===== config.mk =====
export PLATFORM = sky130hd
export DESIGN_NAME = acc_cpu_ws
export DESIGN_NICKNAME = d
export VERILOG_FILES = /design/src/rtl/acc_cpu_ws.sv
export SDC_FILE = /design/constraint.sdc
export NUM_CORES = 1
export LEC_CHECK = 0
export CAP_MARGIN = 0
export CORE_UTILIZATION = 40
export DETAILED_ROUTE_END_ITERATION = 16
export RECOVER_POWER = 50
export REMOVE_ABC_BUFFERS = 1
export SYNTH_ARGS = -nofsm -noshare
export SYNTH_HDL_FRONTEND = slang
export SYNTH_SLANG_ARGS = --single-unit

===== constraint.sdc =====
create_clock -name clock_i -period 3.7 [get_ports clock_i]
set_clock_uncertainty 0.1 [all_clocks]
set_input_delay 0.37 -clock clock_i [delete_from_list [all_inputs] [get_ports clock_i]]
set_output_delay 0.37 -clock clock_i [all_outputs]
set_load 0.05 [all_outputs]

===== src/rtl/acc_cpu_ws.sv =====
// acc_cpu_ws: parametrised fetch/execute accumulator CPU on a single shared req/ack memory port.
// Optional feature macro ACC_CPU_COND_BRANCH_EN enables BRZ/BRN; otherwise those opcodes run as NOP.
module acc_cpu_ws #(
    parameter int                DATA_W   = 32,
    parameter int                ADDR_W   = 16,
    parameter logic [ADDR_W-1:0] RESET_PC = {ADDR_W{1'b0}}
) (
    input  logic              clock_i,
    input  logic              reset_ni,
    output logic [ADDR_W-1:0] address_o,
    output logic [DATA_W-1:0] data_out_o,
    output logic              we_o,
    output logic              req_o,
    input  logic              ack_i,
    input  logic [DATA_W-1:0] data_in_i,
    output logic              halted_o
);

    typedef enum logic [1:0] {
        S_FETCH = 2'd0,
        S_EXEC  = 2'd1,
        S_HALT  = 2'd2
    } state_e;

    typedef enum logic [3:0] {
        OP_NOP  = 4'h0,
        OP_ADD  = 4'h1,
        OP_SHL  = 4'h2,
        OP_SHR  = 4'h3,
        OP_LDI  = 4'h4,
        OP_LD   = 4'h5,
        OP_OR   = 4'h6,
        OP_ST   = 4'h7,
        OP_BR   = 4'h8,
        OP_AND  = 4'h9,
        OP_BRZ  = 4'hA,
        OP_BRN  = 4'hB,
        OP_SUB  = 4'hC,
        OP_XOR  = 4'hD,
        OP_NOP2 = 4'hE,
        OP_HALT = 4'hF
    } opcode_e;

    localparam logic [DATA_W-1:0] SHIFT_LIM = DATA_W'(DATA_W);
    localparam logic [ADDR_W-1:0] PC_ONE    = {{(ADDR_W-1){1'b0}}, 1'b1};

    state_e            state_q, state_d;
    logic [ADDR_W-1:0] pc_q, pc_d;
    logic [DATA_W-1:0] ac_q, ac_d;
    opcode_e           ir_op_q, ir_op_d;
    logic [ADDR_W-1:0] ir_opd_q, ir_opd_d;

    logic              mem_op_s;
    logic              xfer_s;
    logic              taken_s;
    logic [DATA_W-1:0] imm_s;
    logic [DATA_W-1:0] alu_s;

    function automatic logic is_mem_op_f(input opcode_e op);
        logic r;
        case (op)
            OP_ADD, OP_SHL, OP_SHR, OP_LD, OP_OR,
            OP_ST, OP_AND, OP_SUB, OP_XOR: r = 1'b1;
            default:                       r = 1'b0;
        endcase
        return r;
    endfunction

    // Shift amounts are compared at full width so huge M values flush to zero.
    function automatic logic [DATA_W-1:0] alu_f(input opcode_e           op,
                                                input logic [DATA_W-1:0] ac,
                                                input logic [DATA_W-1:0] m,
                                                input logic [DATA_W-1:0] imm);
        logic [DATA_W-1:0] r;
        case (op)
            OP_ADD:  r = ac + m;
            OP_SUB:  r = ac - m;
            OP_SHL:  r = (m >= SHIFT_LIM) ? {DATA_W{1'b0}} : (ac << m);
            OP_SHR:  r = (m >= SHIFT_LIM) ? {DATA_W{1'b0}} : (ac >> m);
            OP_LD:   r = m;
            OP_LDI:  r = imm;
            OP_OR:   r = ac | m;
            OP_AND:  r = ac & m;
            OP_XOR:  r = ac ^ m;
            default: r = ac;
        endcase
        return r;
    endfunction

`ifdef ACC_CPU_COND_BRANCH_EN
    function automatic logic branch_taken_f(input opcode_e op, input logic [DATA_W-1:0] ac);
        logic t;
        case (op)
            OP_BR:   t = 1'b1;
            OP_BRZ:  t = (ac == {DATA_W{1'b0}});
            OP_BRN:  t = ac[DATA_W-1];
            default: t = 1'b0;
        endcase
        return t;
    endfunction
`else
    function automatic logic branch_taken_f(input opcode_e op);
        logic t;
        case (op)
            OP_BR:   t = 1'b1;
            default: t = 1'b0;
        endcase
        return t;
    endfunction
`endif

    // Decode of the latched instruction and the execute-stage datapath result.
    always_comb begin
        mem_op_s = is_mem_op_f(ir_op_q);
        imm_s    = {{(DATA_W-ADDR_W){1'b0}}, ir_opd_q};
        alu_s    = alu_f(ir_op_q, ac_q, data_in_i, imm_s);
`ifdef ACC_CPU_COND_BRANCH_EN
        taken_s  = branch_taken_f(ir_op_q, ac_q);
`else
        taken_s  = branch_taken_f(ir_op_q);
`endif
    end

    // Memory port: req/we are gated by reset so nothing is requested or written while in reset.
    always_comb begin
        req_o      = 1'b0;
        we_o       = 1'b0;
        address_o  = pc_q;
        data_out_o = ac_q;
        halted_o   = 1'b0;
        case (state_q)
            S_FETCH: begin
                req_o     = reset_ni;
                address_o = pc_q;
            end
            S_EXEC: begin
                req_o     = reset_ni & mem_op_s;
                we_o      = reset_ni & (ir_op_q == OP_ST);
                address_o = ir_opd_q;
            end
            S_HALT: begin
                halted_o = 1'b1;
            end
            default: begin
                req_o = 1'b0;
            end
        endcase
        xfer_s = req_o & ack_i;
    end

    // Next-state logic: every state holds all registers until its access completes.
    always_comb begin
        state_d  = state_q;
        pc_d     = pc_q;
        ac_d     = ac_q;
        ir_op_d  = ir_op_q;
        ir_opd_d = ir_opd_q;
        case (state_q)
            S_FETCH: begin
                if (xfer_s) begin
                    ir_op_d  = opcode_e'(data_in_i[DATA_W-1 -: 4]);
                    ir_opd_d = data_in_i[ADDR_W-1:0];
                    pc_d     = pc_q + PC_ONE;
                    state_d  = S_EXEC;
                end else begin
                    state_d = S_FETCH;
                end
            end
            S_EXEC: begin
                if (ir_op_q == OP_HALT) begin
                    state_d = S_HALT;
                end else if (mem_op_s) begin
                    if (xfer_s) begin
                        ac_d    = alu_s;
                        state_d = S_FETCH;
                    end else begin
                        state_d = S_EXEC;
                    end
                end else begin
                    ac_d    = alu_s;
                    pc_d    = taken_s ? ir_opd_q : pc_q;
                    state_d = S_FETCH;
                end
            end
            S_HALT: begin
                state_d = S_HALT;
            end
            default: begin
                state_d = S_FETCH;
            end
        endcase
    end

    // Architectural state registers.
    always_ff @(posedge clock_i or negedge reset_ni) begin
        if (!reset_ni) begin
            state_q  <= S_FETCH;
            pc_q     <= RESET_PC;
            ac_q     <= {DATA_W{1'b0}};
            ir_op_q  <= OP_NOP;
            ir_opd_q <= {ADDR_W{1'b0}};
        end else begin
            state_q  <= state_d;
            pc_q     <= pc_d;
            ac_q     <= ac_d;
            ir_op_q  <= ir_op_d;
            ir_opd_q <= ir_opd_d;
        end
    end

endmodule


==> flow_results.org <==
** Yosys
- EDFF count, synth :: 0
- sky130_fd_sc_hd__dfrtp_1 takes more of the synthesized area than any other cell.
- Synthesis Warnings :: 0
- A synthesized cell averages 7.55 sq um.
- Cell types with the largest area share after synthesis :: sky130_fd_sc_hd__dfrtp_1 (16%), sky130_fd_sc_hd__ha_1 (11%), sky130_fd_sc_hd__mux4_2 (8.6%), sky130_fd_sc_hd__nand2_1 (6.8%), sky130_fd_sc_hd__nor2_1 (4.8%)
- After Yosys synthesis, and, or, nand and nor cells account for 22.2% of the synthesized area.
- Adder-Cell Fraction of Synth Area :: 11.3%
- Summing the areas of all compound-gate instances in the mapped netlist gives 26.0% of the synthesized area.
- Fraction of synthesized area in multiplexers :: 13.4%
- After synthesis the cells add up to 11000 sq um.
- Share of synthesized registers carrying an async set or reset :: 100%
- Most instantiated flip-flop cell in the synthesis netlist :: sky130_fd_sc_hd__dfrtp_1
- After synthesis, flip-flops and latches occupy 16.0% of the total area.
- Counting distinct cell types in the post-synthesis netlist gives 82.
- Post-Synth XOR/XNOR Area :: 4.39%
- Synthesis inferred 70 register bits.
- Combinational family with the most area after synthesis :: compound AO/OA/AOI/OAI gates
- After synthesis, the largest area contributor takes up 16.0% of total cell area.
- The cell count after synthesis came out at 1453.

** Floorplan
- The initial utilization of the core area, before any placement, comes to 40.7%.
- Die Wd :: 168 um
- After floorplanning, the core was sized to cover 27000 sq um.
- Die height :: 168 um
- The die covers 28100 sq um.
- Placement row count :: 60
- Number of top-level pins :: 86

** Critical path
- Launching point of the worst reg2reg path :: ir_op_q[0]
- Max Fanout on Critical Path :: 3
- Largest stage delay, worst path :: 0.52 ns
- In this run the critical register-to-register path is captured at data_out_o[30].
- Grouping stages by cell kind, the critical path spends the most delay in simple AND/OR/NAND/NOR gates.
- Worst path cell trace :: buf_8, inv_6, ha_4, or4b_4, nor2_4, nand3_2, nor4_2, buf_4, nand3_2, nand2_2, xnor2_1, ha_1, a21o_1, a21o_1, a221oi_2, nand2_1, o221ai_2, buf_4, o21ai_2, xnor2_1, a311oi_1
- The critical path contains buffers and inverters numbering 4 combined.
- For the worst setup path, the data arrival time is 3.91 ns.
- By startpoint and endpoint, the worst setup path is classified as in2reg.
- Critical Path RT :: 3.85 ns
- The worst register-to-register path has a setup slack of 0.09 ns.
- Counting cells, the worst reg-to-reg path comes to 16.
- Critical-path top delay cell :: sky130_fd_sc_hd__or4b_4
- The worst setup path is launched from a primary input.
- STA classifies the critical path endpoint as a flip-flop.

** Clock network
- CTS saw 70 sinks.
- Clock latency on the worst-skew pair, taken at its later pin, is 0.36 ns.
- The longest clock path from root to sink contains 2 buffers.
- The cell sitting at the root of the clock tree is a sky130_fd_sc_hd__clkbuf_16.
- Number of clock buffers inserted by TritonCTS :: 9
- The H-tree was split into 3 levels.
- After clock tree synthesis, the clock-pin slew on the worst setup and hold paths is 0.07 ns.
- TritonCTS built the clock tree.

** Detailed routing
- Routed len/inst :: 24.3 um
- DRT antenna net count :: 0
- 1st-pass router iterations :: 8
- Number of DRC violations after detailed-routing iteration 0 :: 1593
- Vias per Instance :: 6.28
- For this block, the routed nets add up to 50700 um of wire.
- Remaining DRCs :: 0
- Detailed routing inserted a total of 13100 vias.

** Global route
- Number of global-route vias before repair :: 12300
- Antenna violations before repair :: 0
- GRT overflow :: 0
- The first global-routing pass estimated 76400 um of wire.
- GRT Util Overall :: 35.9%
- Entering global routing, the biggest net connects 66 pins.

** Pwr
- Power density over cell area :: 821 nW/um^2
- Power, Total :: 0.0122 W
- Worst IR drop on VDD :: 0.000491 V
- Leakage power :: 6.40 nW

** Layout
- Count of filler cells inserted in the layout :: 2597
- The finished layout holds 2086 standard cells, fillers aside.
- In the layout the commonest cells are sky130_fd_sc_hd__buf_4 (280), sky130_fd_sc_hd__nand2_1 (195), sky130_fd_sc_hd__nor2_1 (128).
- Number of nets in the final layout :: 1873
- Area taken by flip-flops and latches :: 1750 sq um
- The number of antenna diodes in the final layout is 0.
- Leaving out fill and tap cells, the most frequent cell in the layout is sky130_fd_sc_hd__buf_4.
- Layout cells sized above 1 :: 26.9%
- From synthesis to final layout, the design area changed by 35.7%.
- Multi-input combinational cell area :: 8910 sq um

** STA
- Final-layout setup total negative slack :: -0.104 ns
- Once routing completed, OpenROAD measured the worst setup slack at -0.0668 ns.
- Transition time of the tightest slew-check pin :: 1.72 ns
- The worst pin sits at a relative slew slack of -14.8%.
- Fin crit period :: 3.77 ns
- Setup violations remaining at the end of the flow were counted as 3.
- Final worst path period share :: 102%
- Derived from the worst setup path, the maximum achievable clock frequency is 265 MHz.
- Final Hold Violating Endpoints :: 0
- Final count of pins violating max slew :: 102
- Unrepaired setup endpoints after global routing :: true

** Place
- Final weighted congestion in routability-driven placement :: 1.01
- Minimum setup slack after placement :: -0.910 ns
- Final HPWL DP :: 38700 um
- Port buffering added 85 buffers.
- After detailed placement, the design holds a cell count of 2050.

** Hold path
- Hold path startpoint :: pc_q[15]
- Hold/Removal Path Class :: reg2reg
- Worst Hold Depth :: 2
- The worst hold path terminates at pc_q[15].

** Status
- Failing checks :: max-capacitance violations, max-slew violations, negative setup slack
- Outcome :: complete, but fails checks

** Job
- Across the run, the number of max-cap violations was 2.
[flip-flops by register name (all words and copies together) (netlist names)]
register,flops
ir_opd_q,16
pc_q,16
ir_op_q,4
data_out_o,32
state_q,2
[timing repair]
action,in CTS,in global routing
hold buffers,1,0
endpoints found under the hold margin,8,0
setup buffers,6,16
resized for setup,50,72
pin swaps,26,59
setup endpoints to repair,19,18
[report_power, final]
group	switching, W	internal (W)	leakage, nW	total, W
sequential	0.000741	0.00112	0.821	0.00186
clock	0.000404	0.000601	0.158	0.00100
combinational	0.00539	0.00396	5.42	0.00935
total	0.00653	0.00568	6.40	0.0122
[how the worst max path moves through the flow]
stage                      start             end  slack, ns  depth (start not counted)
floorplan           data_in_i[1]  data_out_o[29]      -0.64                         18
global placement    data_in_i[7]  data_out_o[30]      -0.83                         17
detailed placement  data_in_i[0]  data_out_o[31]      -0.91                         20
CTS                 data_in_i[0]  data_out_o[29]     -0.009                         21
global route        data_in_i[0]  data_out_o[29]      -0.24                         20
finish              data_in_i[0]  data_out_o[31]      -0.07                         21
[metrics by stage]
stage / instance area (sq um) / hold slack (ns) / util, %
after floorplan: 10500 / -0.0256 / -
after global placement: 13900 / 0.127 / 51.7
after detailed placement: 13900 / 0.128 / 51.7
after CTS: 14500 / 0.382 / 53.7
after global routing: 14900 / 0.444 / 55.2
final: 14900 / 0.412 / 55.2
[worst reg2reg max path, cell delays in order, from the launching register on]
cell and delay, ns:
sky130_fd_sc_hd__dfrtp_1 0.39, sky130_fd_sc_hd__buf_4 0.19, sky130_fd_sc_hd__nor3_1 0.19, sky130_fd_sc_hd__buf_4 0.21, sky130_fd_sc_hd__a21oi_1 0.08, sky130_fd_sc_hd__xnor2_1 0.14, sky130_fd_sc_hd__ha_1 0.22, sky130_fd_sc_hd__a21o_1 0.19
sky130_fd_sc_hd__or3_1 0.36, sky130_fd_sc_hd__o21a_1 0.24, sky130_fd_sc_hd__buf_4 0.14, sky130_fd_sc_hd__o21a_1 0.21, sky130_fd_sc_hd__buf_4 0.14, sky130_fd_sc_hd__o311ai_2 0.28, sky130_fd_sc_hd__and3_1 0.22, sky130_fd_sc_hd__nor3_2 0.05
sky130_fd_sc_hd__a2bb2oi_1 0.14
[area by class of cell]
class                           instances  area share (%)
Multi-Input combinational cell       1196            59.9
Timing Repair Buffer                  382            21.1
Inverter                               81            2.09
Clock inverter                          7           0.707
Tap cell                              341            2.87
Sequential cell                        70            11.8
Clock buffer                            9            1.51
[routing by layer]
layer | wire, um | share of wire (%) | track usage, %
met5 | 0 | 0 | 0
met4 | 2260 | 4.5 | 16.2
met3 | 3850 | 7.6 | 4.61
met2 | 22900 | 45 | 56.8
met1 | 21700 | 43 | 48.7
[synth_stat cells, drive strengths merged, types with 40 or more instances]
cell and n:
dfrtp 70, a21oi 93, nor2 141, mux2i 42, nand2 199, nor3 62
ha 97, inv 80, nand3 40, clkbuf 77, mux4 42, xnor2 46
o21ai 89
[cells by family after synthesis]
| kind of cell | Yosys count |
|---|---|
| simple gates | 533 |
| compound gates | 417 |
| buf+inv | 187 |
| fa+ha+maj | 98 |
| mux | 93 |
| flops | 70 |
| xor+xnor | 55 |
Power figures use the tool's default switching activity.
